### src/rtl/cic_rate_ctl_if.sv
// Register-write bus and sequencer outputs of the CIC rate controller.
// The controller is the slave: it takes writes and drives enables and configuration.
interface cic_rate_ctl_if;
   logic        wr;
   logic        wa;
   logic [15:0] wd;
   logic        cea;
   logic        ceb;
   logic [4:0]  ge;
   logic [9:0]  gf;
   logic        c;
   logic        xmt;
   logic        cic_rst;
   logic        busy;
   logic        fsync;

   modport master (
      output wr, wa, wd,
      input  cea, ceb, ge, gf, c, xmt, cic_rst, busy, fsync
   );

   modport slave (
      input  wr, wa, wd,
      output cea, ceb, ge, gf, c, xmt, cic_rst, busy, fsync
   );
endinterface

### src/rtl/cic_rate_ctl.sv
// Enable sequencer and config owner for the dual-channel CIC; all outputs registered.
// Writes are always accepted; mode changes run drain -> filter reset -> load before taking effect.
module cic_rate_ctl #(
   parameter int RMIN         = 8,
   parameter int FLUSH_CYCLES = 20,
   parameter int RST_CYCLES   = 4
) (
   input logic           clk,
   input logic           rst,
   cic_rate_ctl_if.slave bus
);
   localparam int TMAX = (FLUSH_CYCLES > RST_CYCLES) ? FLUSH_CYCLES : RST_CYCLES;
   localparam int TW   = $clog2(TMAX + 1);
   localparam logic [11:0]   RMIN_V     = 12'(RMIN);
   localparam logic [TW-1:0] DRAIN_LAST = TW'(FLUSH_CYCLES - 1);
   localparam logic [TW-1:0] RST_LAST   = TW'(RST_CYCLES - 1);

   typedef enum logic [1:0] {S_RUN, S_DRAIN, S_RESET, S_LOAD} state_t;

   state_t        state, state_nxt;
   logic [TW-1:0] tmr, tmr_nxt;
   logic [12:0]   cnt, cnt_nxt, per;
   logic          pend, pend_nxt;
   logic [14:0]   gsh, gsh_nxt;
   logic [13:0]   msh, msh_nxt;
   logic [11:0]   rate, rate_nxt;
   logic          c_q, c_nxt, xmt_q, xmt_nxt;
   logic [4:0]    ge_q, ge_nxt;
   logic [9:0]    gf_q, gf_nxt;
   logic          cea_q, cea_nxt, ceb_q, ceb_nxt;
   logic          cic_rst_q, cic_rst_nxt, busy_q, busy_nxt;
   logic          apply_wr, gain_upd;

   always_ff @(posedge clk) begin
      if (rst) state <= S_RESET;
      else     state <= state_nxt;
   end

   always_comb begin
      // Forwarded shadows: a write on the load/wrap clock is seen immediately
      gsh_nxt   = (bus.wr && !bus.wa) ? bus.wd[14:0] : gsh;
      msh_nxt   = (bus.wr &&  bus.wa) ? bus.wd[13:0] : msh;
      apply_wr  = bus.wr && bus.wa && bus.wd[15];
      per       = c_q ? {rate, 1'b0} : {1'b0, rate};
      state_nxt = state;
      tmr_nxt   = tmr;
      cnt_nxt   = cnt;
      pend_nxt  = pend | apply_wr;
      rate_nxt  = rate;
      c_nxt     = c_q;
      xmt_nxt   = xmt_q;
      gain_upd  = 1'b0;
      case (state)
         S_RUN: begin
            if (pend) begin
               state_nxt = S_DRAIN;
               tmr_nxt   = '0;
               pend_nxt  = apply_wr;
            end else begin
               cnt_nxt  = (cnt == per - 13'd1) ? 13'd0 : cnt + 13'd1;
               gain_upd = (cnt == per - 13'd1);
            end
         end
         S_DRAIN: begin
            if (tmr == DRAIN_LAST) begin
               state_nxt = S_RESET;
               tmr_nxt   = '0;
            end else begin
               tmr_nxt = tmr + TW'(1);
            end
         end
         S_RESET: begin
            if (tmr == RST_LAST) begin
               state_nxt = S_LOAD;
               tmr_nxt   = '0;
            end else begin
               tmr_nxt = tmr + TW'(1);
            end
         end
         S_LOAD: begin
            rate_nxt = (msh_nxt[11:0] < RMIN_V) ? RMIN_V : msh_nxt[11:0];
            c_nxt    = msh_nxt[12];
            xmt_nxt  = msh_nxt[13];
            gain_upd = 1'b1;
            cnt_nxt  = '0;
            // A re-armed apply goes straight back to draining, never enabling in between
            if (pend || apply_wr) begin
               state_nxt = S_DRAIN;
               pend_nxt  = 1'b0;
            end else begin
               state_nxt = S_RUN;
            end
         end
         default: state_nxt = S_RESET;
      endcase
      ge_nxt      = gain_upd ? gsh_nxt[14:10] : ge_q;
      gf_nxt      = gain_upd ? gsh_nxt[9:0]   : gf_q;
      busy_nxt    = (state_nxt != S_RUN);
      cic_rst_nxt = (state_nxt == S_RESET);
      cea_nxt     = (state_nxt == S_RUN) && (cnt_nxt == 13'd0);
      ceb_nxt     = (state_nxt == S_RUN) && c_nxt && (cnt_nxt == 13'd1);
   end

   always_ff @(posedge clk) begin
      if (rst) begin
         tmr       <= '0;
         cnt       <= '0;
         pend      <= 1'b0;
         gsh       <= {5'd0, 10'h040};
         msh       <= {2'b00, RMIN_V};
         rate      <= RMIN_V;
         c_q       <= 1'b0;
         xmt_q     <= 1'b0;
         ge_q      <= 5'd0;
         gf_q      <= 10'h040;
         cea_q     <= 1'b0;
         ceb_q     <= 1'b0;
         cic_rst_q <= 1'b1;
         busy_q    <= 1'b1;
      end else begin
         tmr       <= tmr_nxt;
         cnt       <= cnt_nxt;
         pend      <= pend_nxt;
         gsh       <= gsh_nxt;
         msh       <= msh_nxt;
         rate      <= rate_nxt;
         c_q       <= c_nxt;
         xmt_q     <= xmt_nxt;
         ge_q      <= ge_nxt;
         gf_q      <= gf_nxt;
         cea_q     <= cea_nxt;
         ceb_q     <= ceb_nxt;
         cic_rst_q <= cic_rst_nxt;
         busy_q    <= busy_nxt;
      end
   end

   assign bus.cea     = cea_q;
   assign bus.fsync   = cea_q;
   assign bus.ceb     = ceb_q;
   assign bus.ge      = ge_q;
   assign bus.gf      = gf_q;
   assign bus.c       = c_q;
   assign bus.xmt     = xmt_q;
   assign bus.cic_rst = cic_rst_q;
   assign bus.busy    = busy_q;
endmodule

### src/flat_wrapper.sv
// flat-port wrapper written by rule: the top's interface ports become plain ports
module cic_rate_ctl_flat 
#(
   parameter int RMIN         = 8,
   parameter int FLUSH_CYCLES = 20,
   parameter int RST_CYCLES   = 4
)
  (clk, rst, bus_wr, bus_wa, bus_wd, bus_cea, bus_ceb, bus_ge, bus_gf, bus_c, bus_xmt, bus_cic_rst, bus_busy, bus_fsync);
  cic_rate_ctl_if bus_i ();
  input logic clk;
  input logic rst;
  input wire logic [$bits(bus_i.wr)-1:0] bus_wr;
  input wire logic [$bits(bus_i.wa)-1:0] bus_wa;
  input wire logic [$bits(bus_i.wd)-1:0] bus_wd;
  output wire logic [$bits(bus_i.cea)-1:0] bus_cea;
  output wire logic [$bits(bus_i.ceb)-1:0] bus_ceb;
  output wire logic [$bits(bus_i.ge)-1:0] bus_ge;
  output wire logic [$bits(bus_i.gf)-1:0] bus_gf;
  output wire logic [$bits(bus_i.c)-1:0] bus_c;
  output wire logic [$bits(bus_i.xmt)-1:0] bus_xmt;
  output wire logic [$bits(bus_i.cic_rst)-1:0] bus_cic_rst;
  output wire logic [$bits(bus_i.busy)-1:0] bus_busy;
  output wire logic [$bits(bus_i.fsync)-1:0] bus_fsync;
  assign bus_i.wr = bus_wr;
  assign bus_i.wa = bus_wa;
  assign bus_i.wd = bus_wd;
  assign bus_cea = bus_i.cea;
  assign bus_ceb = bus_i.ceb;
  assign bus_ge = bus_i.ge;
  assign bus_gf = bus_i.gf;
  assign bus_c = bus_i.c;
  assign bus_xmt = bus_i.xmt;
  assign bus_cic_rst = bus_i.cic_rst;
  assign bus_busy = bus_i.busy;
  assign bus_fsync = bus_i.fsync;
  cic_rate_ctl #(.RMIN(RMIN), .FLUSH_CYCLES(FLUSH_CYCLES), .RST_CYCLES(RST_CYCLES)) u_core (.clk(clk), .rst(rst), .bus(bus_i));
endmodule
### config.mk
export PLATFORM = sky130hd
export DESIGN_NAME = cic_rate_ctl_flat
export DESIGN_NICKNAME = d
export VERILOG_FILES = /design/src/rtl/cic_rate_ctl_if.sv /design/src/rtl/cic_rate_ctl.sv /design/src/flat_wrapper.sv
export SDC_FILE = /design/constraint.sdc
export NUM_CORES = 1
export LEC_CHECK = 0
export BUFFER_PORTS_ARGS = -buffer_cell sky130_fd_sc_hd__clkbuf_2
export CAP_MARGIN = 25
export CORE_MARGIN = 5
export CORE_UTILIZATION = 38
export CTS_BUF_LIST = sky130_fd_sc_hd__clkbuf_2 sky130_fd_sc_hd__clkbuf_4 sky130_fd_sc_hd__clkbuf_8
export DETAILED_ROUTE_END_ITERATION = 12
export GPL_ROUTABILITY_DRIVEN = 0
export PLACE_DENSITY_LB_ADDON = 0.2
export SYNTH_ARGS = -nofsm -noshare
export SYNTH_HDL_FRONTEND = slang
export SYNTH_SLANG_ARGS = --single-unit
### constraint.sdc
create_clock -name clk -period 4.56 [get_ports clk]
set_input_delay 0.684 -clock clk [delete_from_list [all_inputs] [get_ports clk]]
set_output_delay 0.684 -clock clk [all_outputs]
set_load 0.01 [all_outputs]
==> results of run 1 <==
-- Yosys cell counts, types with 7 or more instances --
library cell,count,share of area (%)
nor2_1,78,6.7
a21oi_1,30,3.4
clkbuf_1,30,2.6
nand2b_1,7,1.0
inv_1,11,0.94
nor4_1,9,1.3
ha_1,7,2.0
xnor2_1,12,2.4
nand2_1,42,3.6
nor3_1,10,1.1
a211oi_1,15,2.6
dfxtp_1,83,38
mux2i_1,37,8.4
a211oi_2,14,4.0
nand3_1,14,1.6
o21ai_0,19,2.2
-- worst register-to-register path: cells and delay by family (launching register included) --
family	cells	cell delay (ns)
AND/OR/NAND/NOR	4	1.30
flip-flops	1	0.65
adder cells (fa/ha/maj)	1	0.22
AO/OA/AOI/OAI	5	1.16
buffers and inverters	1	0.26
multiplexers	1	0.25
-- per-stage QoR --
stage / power [mW] / instances / hold slack (ns)
final: 2.38 / 681 / 0.495
after global routing: 2.55 / 681 / 0.547
after CTS: 2.39 / 681 / 0.502
after detailed placement: 1.84 / 665 / 0.482
after global placement: 1.83 / 665 / 0.463
after floorplan: 1.62 / 518 / 0.447
-- power groups by stage --
stage	combinational [mW]	sequential, mW	clock, mW
after floorplan	0.745	0.874	0
after global placement	0.911	0.917	0
after detailed placement	0.920	0.922	0
after CTS	0.923	0.905	0.565
after global routing	1.04	0.922	0.591
final	0.925	0.908	0.542
-- cell type report --
class                      count  area [um^2]  area share, %
multi-input combinational    381         2490           51.7
inverter                      12         45.0          0.934
clock buffer                   9          124           2.57
tap                          143          179           3.71
timing repair buffer          46          243           5.04
sequential                    83         1660           34.5
clock inverter                 7         77.6           1.61
-- layout by cell type (no fill, tap or decap), types with 7 or more instances in the layout --
master and count:
dfxtp_1 83, nor2_1 78, nand2_1 42, clkbuf_2 41, mux2i_1 37, a21oi_1 30, o21ai_0 19, a211oi_1 15
nand3_1 14, a211oi_2 14, xnor2_1 12, inv_1 11, nor3_1 10, nor4_1 9, clkbuf_8 9, nand2b_1 7
ha_1 7
-- worst max-delay path by stage --
stage / to
after global routing: u_core.cnt[12]$_SDFF_PP0_
after global placement: u_core.bus.gf[6]$_SDFFE_PP1P_
after CTS: u_core.bus.gf[2]$_SDFFE_PP0P_
final: u_core.cnt[12]$_SDFF_PP0_
after detailed placement: u_core.cnt[12]$_SDFF_PP0_
after floorplan: u_core.bus.gf[0]$_SDFFE_PP0P_
-- kinds of logic (layout without fill, tap and decap cells) --
group	Yosys count	in the layout	share of synthesized area [%]
compound gates	115	115	19.1
xor+xnor	15	15	2.99
fa+ha+maj	7	7	1.99
buf+inv	54	74	5.44
flops	83	83	37.8
mux	39	39	8.95
simple gates	205	205	23.6
-- routing by layer --
layer  GRT usage (%)  wire length (um)
met1            20.5              5020
met5               0                 0
met4            5.81               173
met3            3.80               481
met2            22.2              4660
-- registers in the layout (all words and copies together), names as in the netlist --
signal              count
u_core.bus.cic_rst      1
u_core.bus.gf          10
u_core.rate            12
u_core.bus.busy         1
u_core.bus.ge           5
u_core.cnt             13
u_core.gsh             15
u_core.msh             14
u_core.tmr              5
u_core.pend             1
u_core.bus.c            1
u_core.bus.ceb          1
u_core.bus.xmt          1
u_core.bus.cea          1
u_core.state            2
==> flow_summary.toml, run 1 <==
[finish]
finalNetCount = 560
post-route-util_pct = 42.4
fin_area_um2 = 4820
n_antenna_cell = 0
drive_above_1_share_pct = 17.3
syn_to_final_growth_pct = 9.77
fill_cells = 1136

[synthesis]
ys_ff_latch = 83
syn_area_um2 = 4390
async_reset_ff_share_pct = 0
synth_enable_flop_cells = 0
syn_avg_cell_area_um2 = 8.48
synth_fp_nets = 545
ys_warn_count = 0
syn_inst = 518
synth.distinct_cells = 62
synthFlopType = "dfxtp_1"
seq_area_frac_synth_pct = 37.8

[floorplan]
start_util_pct = 38.6
dieArea_um2 = 13800
ioPinCount = 42
coreArea_um2 = 11400
die_height_um = 118
placementRows = 39
dieWidth_um = 118

[clocking]
cts_hold_buf = 0
tritoncts = "done"
cts_buffer_depth = 2
numClockSinks = 83
clk-insertion-delay-late_ns = 0.37
cts_setup_buffers = 0
cts_buffers = 9
cts_resized = 0
path_clk_slew_ns = 0.09
root_buffer = "clkbuf_8"
cts_max_level = 3

[drt]
via_count = 3729
wl_per_cell_um = 15.2
drt-total-wl_um = 10300
drcViolationCount = 0
viasPerCell = 5.48
first_pass_iters = 5
ant_nets = 0
drt-initial-drc-count = 204

[setup_path]
cp_max_fo = 14
endpoint_kind = "register"
r2r.worst_path.cells = 12
critical_path_class = "reg2reg"
reg2reg_slack_ns = 0.63
startpoint_type = "register"
crit_cells = 12
required_ns = 4.85
crit_path_top_delay_cell = "dfxtp_1"
timing.rr.start = "u_core.bus.c$_SDFF_PP0_"
crit_arrival_ns = 4.21
critPathMaxStageDelay_ns = 0.65
crit_buf_inv = 1
r2r-end = "u_core.cnt[12]$_SDFF_PP0_"
worstSetupStartpoint = "u_core.bus.c$_SDFF_PP0_"
cp_top_family = "simple AND/OR/NAND/NOR gates"
path_cells = "mux2i_1, ha_1, a21bo_2, nor3_1, or3b_2, o21ai_0, nor4_1, a41o_1, nor2_1, buf_4, a41oi_1, a311oi_1"

[min_path]
hp-class = "reg2reg"
hp-start = "u_core.gsh[6]$_SDFF_PP1_"
min_to = "u_core.gsh[6]$_SDFF_PP1_"
hold_path_depth = 2

[global_route]
grt_max_degree = 65
grt_usage_pct = 14.8
overflow = 0
first_global_vias = 3556
antenna_found_initial = 0
grt_pass1_wl_um = 17300

[pwr]
power.switching_mw = 0.980
switching_share_pct = 41.2
ir_drop_v = 0.000358
p_leak_nw = 1.82
pwr-share-seq_pct = 38.2
powerDensity_nw_per_um2 = 493
p_comb_share_pct = 39.0
clockPowerShare_pct = 22.8
power.internal_mw = 1.40

[job]
maxCapViolations = 0

[sta]
slew_violations = 0
layout_setup_ws_ns = 0.633
setup_viol = 0
timing.final.crit_share_pct = 86.1
rsz0062_at_grt = "false"
tightest_slew_ns = 0.980
slew_headroom_pct = 34.7
final_hold_viol_count = 0
fmax_ghz = 0.255
finalClockSkew_ns = 0.0124
min_period_ns = 3.93
fin_tns_setup_ns = 0

[placed_design]
placed_area_um2 = 4620
pre_cts_ws_ns = 0.678
io_buffers = 41
hpwl_um = 7470

[status]
status = "finished clean"
No activity file was read; power rests on OpenSTA's default activity.
==> run 2, diff against run 1 <==
--- a/config.mk
+++ b/config.mk
@@ -13,6 +13,7 @@
 export DETAILED_ROUTE_END_ITERATION = 12
 export GPL_ROUTABILITY_DRIVEN = 0
 export PLACE_DENSITY_LB_ADDON = 0.2
+export RECOVER_POWER = 25
 export SYNTH_ARGS = -nofsm -noshare
 export SYNTH_HDL_FRONTEND = slang
 export SYNTH_SLANG_ARGS = --single-unit
==> run 2 against run 1 <==
- register-to-register slack is essentially flat
- final cell count unchanged
- sequential power about the same
- hold slack better by 0.0020 ns
- clock-buffer cell count stayed put
==> flow_summary.toml, run 2 (same netlist as run 1, synthesis figures left out) <==
[placed_design]
pre_cts_ws_ns = 0.678
placedCellCount = 665
io_buffers = 41
placed_area_um2 = 4620
hpwl_um = 7470

[clocking]
root_buffer = "clkbuf_8"
clk-insertion-delay-late_ns = 0.37
numClockSinks = 83
cts_resized = 0
cts_buffer_depth = 2
path_clk_slew_ns = 0.09
cts_buffers = 9
tritoncts = "done"
cts_hold_buf = 0
cts_setup_buffers = 0
cts_max_level = 3

[drt]
ant_nets = 0
drcViolationCount = 0
viasPerCell = 5.46
wl_per_cell_um = 15.2
drt-initial-drc-count = 228
drt-total-wl_um = 10400
first_pass_iters = 4
via_count = 3716

[finish]
syn_to_final_growth_pct = 9.15
fin_area_um2 = 4790
largestRegisters = "u_core.gsh: 15 flops, u_core.msh: 14 flops, u_core.cnt: 13 flops"
top_register = "u_core.gsh"
finalNonFillerCells = 681
n_antenna_cell = 0
post-route-util_pct = 42.2
drive_above_1_share_pct = 13.2
fill_cells = 1150
largest_register_ffs = 15
layout_common_cells = "dfxtp_1, nor2_1, nand2_1"
final_common_cell = "dfxtp_1"
final-seq-area_um2 = 1660
multi_input_area_um2 = 2490
finalNetCount = 560

[floorplan]
dieArea_um2 = 13800
placementRows = 39
dieWidth_um = 118
start_util_pct = 38.6
ioPinCount = 42
die_height_um = 118
coreArea_um2 = 11400

[sta]
whs_ns = 0.497
fmax_ghz = 0.255
timing.final.crit_share_pct = 86.2
slew_headroom_pct = 34.9
setup_viol = 0
slew_violations = 0
final_hold_viol_count = 0
layout_setup_ws_ns = 0.631
rsz0062_at_grt = "false"
min_period_ns = 3.93
fin_tns_setup_ns = 0
tightest_slew_ns = 0.977
finalClockSkew_ns = 0.0114

[setup_path]
path_cells = "mux2i_1, ha_1, a21bo_2, nor3_1, or3b_2, o21ai_0, nor4_1, a41o_1, nor2_1, buf_4, a41oi_1, a311oi_1"
crit_buf_inv = 1
startpoint_type = "register"
crit_path_top_delay_cell = "dfxtp_1"
cp_max_fo = 14
endpoint_kind = "register"
required_ns = 4.84
cp_top_family = "simple AND/OR/NAND/NOR gates"
crit_arrival_ns = 4.21
critical_path_class = "reg2reg"
critPathMaxStageDelay_ns = 0.65

[pwr]
clockPowerShare_pct = 22.9
pwr-share-seq_pct = 38.3
p_comb_share_pct = 38.8
ir_drop_v = 0.000357
power.internal_mw = 1.39
switching_share_pct = 41.3
fin_total_pwr_mw = 2.37
power.switching_mw = 0.978
powerDensity_nw_per_um2 = 494
p_leak_nw = 1.75

[job]
maxCapViolations = 0

[global_route]
grt_pass1_wl_um = 17300
grt_max_degree = 65
first_global_vias = 3556
antenna_found_initial = 0
grt_usage_pct = 14.8
overflow = 0

[status]
status = "finished clean"

[min_path]
hp-class = "reg2reg"
run 2: cell types whose count changed in the layout (fill, tap and decap cells not counted):
cell      change
clkbuf_1     +22
clkbuf_2     -22
run 2: routing by layer:
layer | global-route usage [%] | wire (um) | share of wire (%)
met5 | 0 | 0 | 0
met4 | 5.81 | 161 | 1.6
met3 | 3.80 | 504 | 4.9
met2 | 22.2 | 4670 | 45
met1 | 20.5 | 5020 | 48
run 2: path summary, 6_finish.rpt:
check	start	to	slack, ns	depth (start not counted)
max	u_core.bus.c$_SDFF_PP0_	u_core.cnt[12]$_SDFF_PP0_	0.63	12
min	u_core.gsh[6]$_SDFF_PP1_	u_core.gsh[6]$_SDFF_PP1_	0.50	2
max reg2reg	u_core.bus.c$_SDFF_PP0_	u_core.cnt[12]$_SDFF_PP0_	0.63	12
min reg2reg	u_core.gsh[6]$_SDFF_PP1_	u_core.gsh[6]$_SDFF_PP1_	0.50	2
run 2: power groups by stage:
| stage | Combinational, mW | Clock (mW) | Sequential [mW] |
|---|---|---|---|
| after floorplan | 0.745 | 0 | 0.874 |
| after CTS | 0.923 | 0.565 | 0.905 |
| after detailed placement | 0.920 | 0 | 0.922 |
| after global routing | 1.03 | 0.591 | 0.922 |
| final | 0.919 | 0.542 | 0.907 |
| after global placement | 0.911 | 0 | 0.917 |
run 2: area by class of cell:
| cell class | count | share of cell area [%] |
|---|---|---|
| inverters | 12 | 0.940 |
| flip-flops and latches | 83 | 34.7 |
| clock inverters | 7 | 1.62 |
| multi-input cells | 381 | 52.0 |
| clock buffers | 9 | 2.58 |
| well taps | 143 | 3.73 |
| repair buffers | 46 | 4.49 |
run 2: worst register-to-register path, delay by kind of cell (launching register included):
kind                     cells  cell delay, ns
adder cells (fa/ha/maj)      1            0.22
AND/OR/NAND/NOR              4            1.30
flip-flops                   1            0.65
multiplexers                 1            0.25
buffers and inverters        1            0.26
AO/OA/AOI/OAI                5            1.16
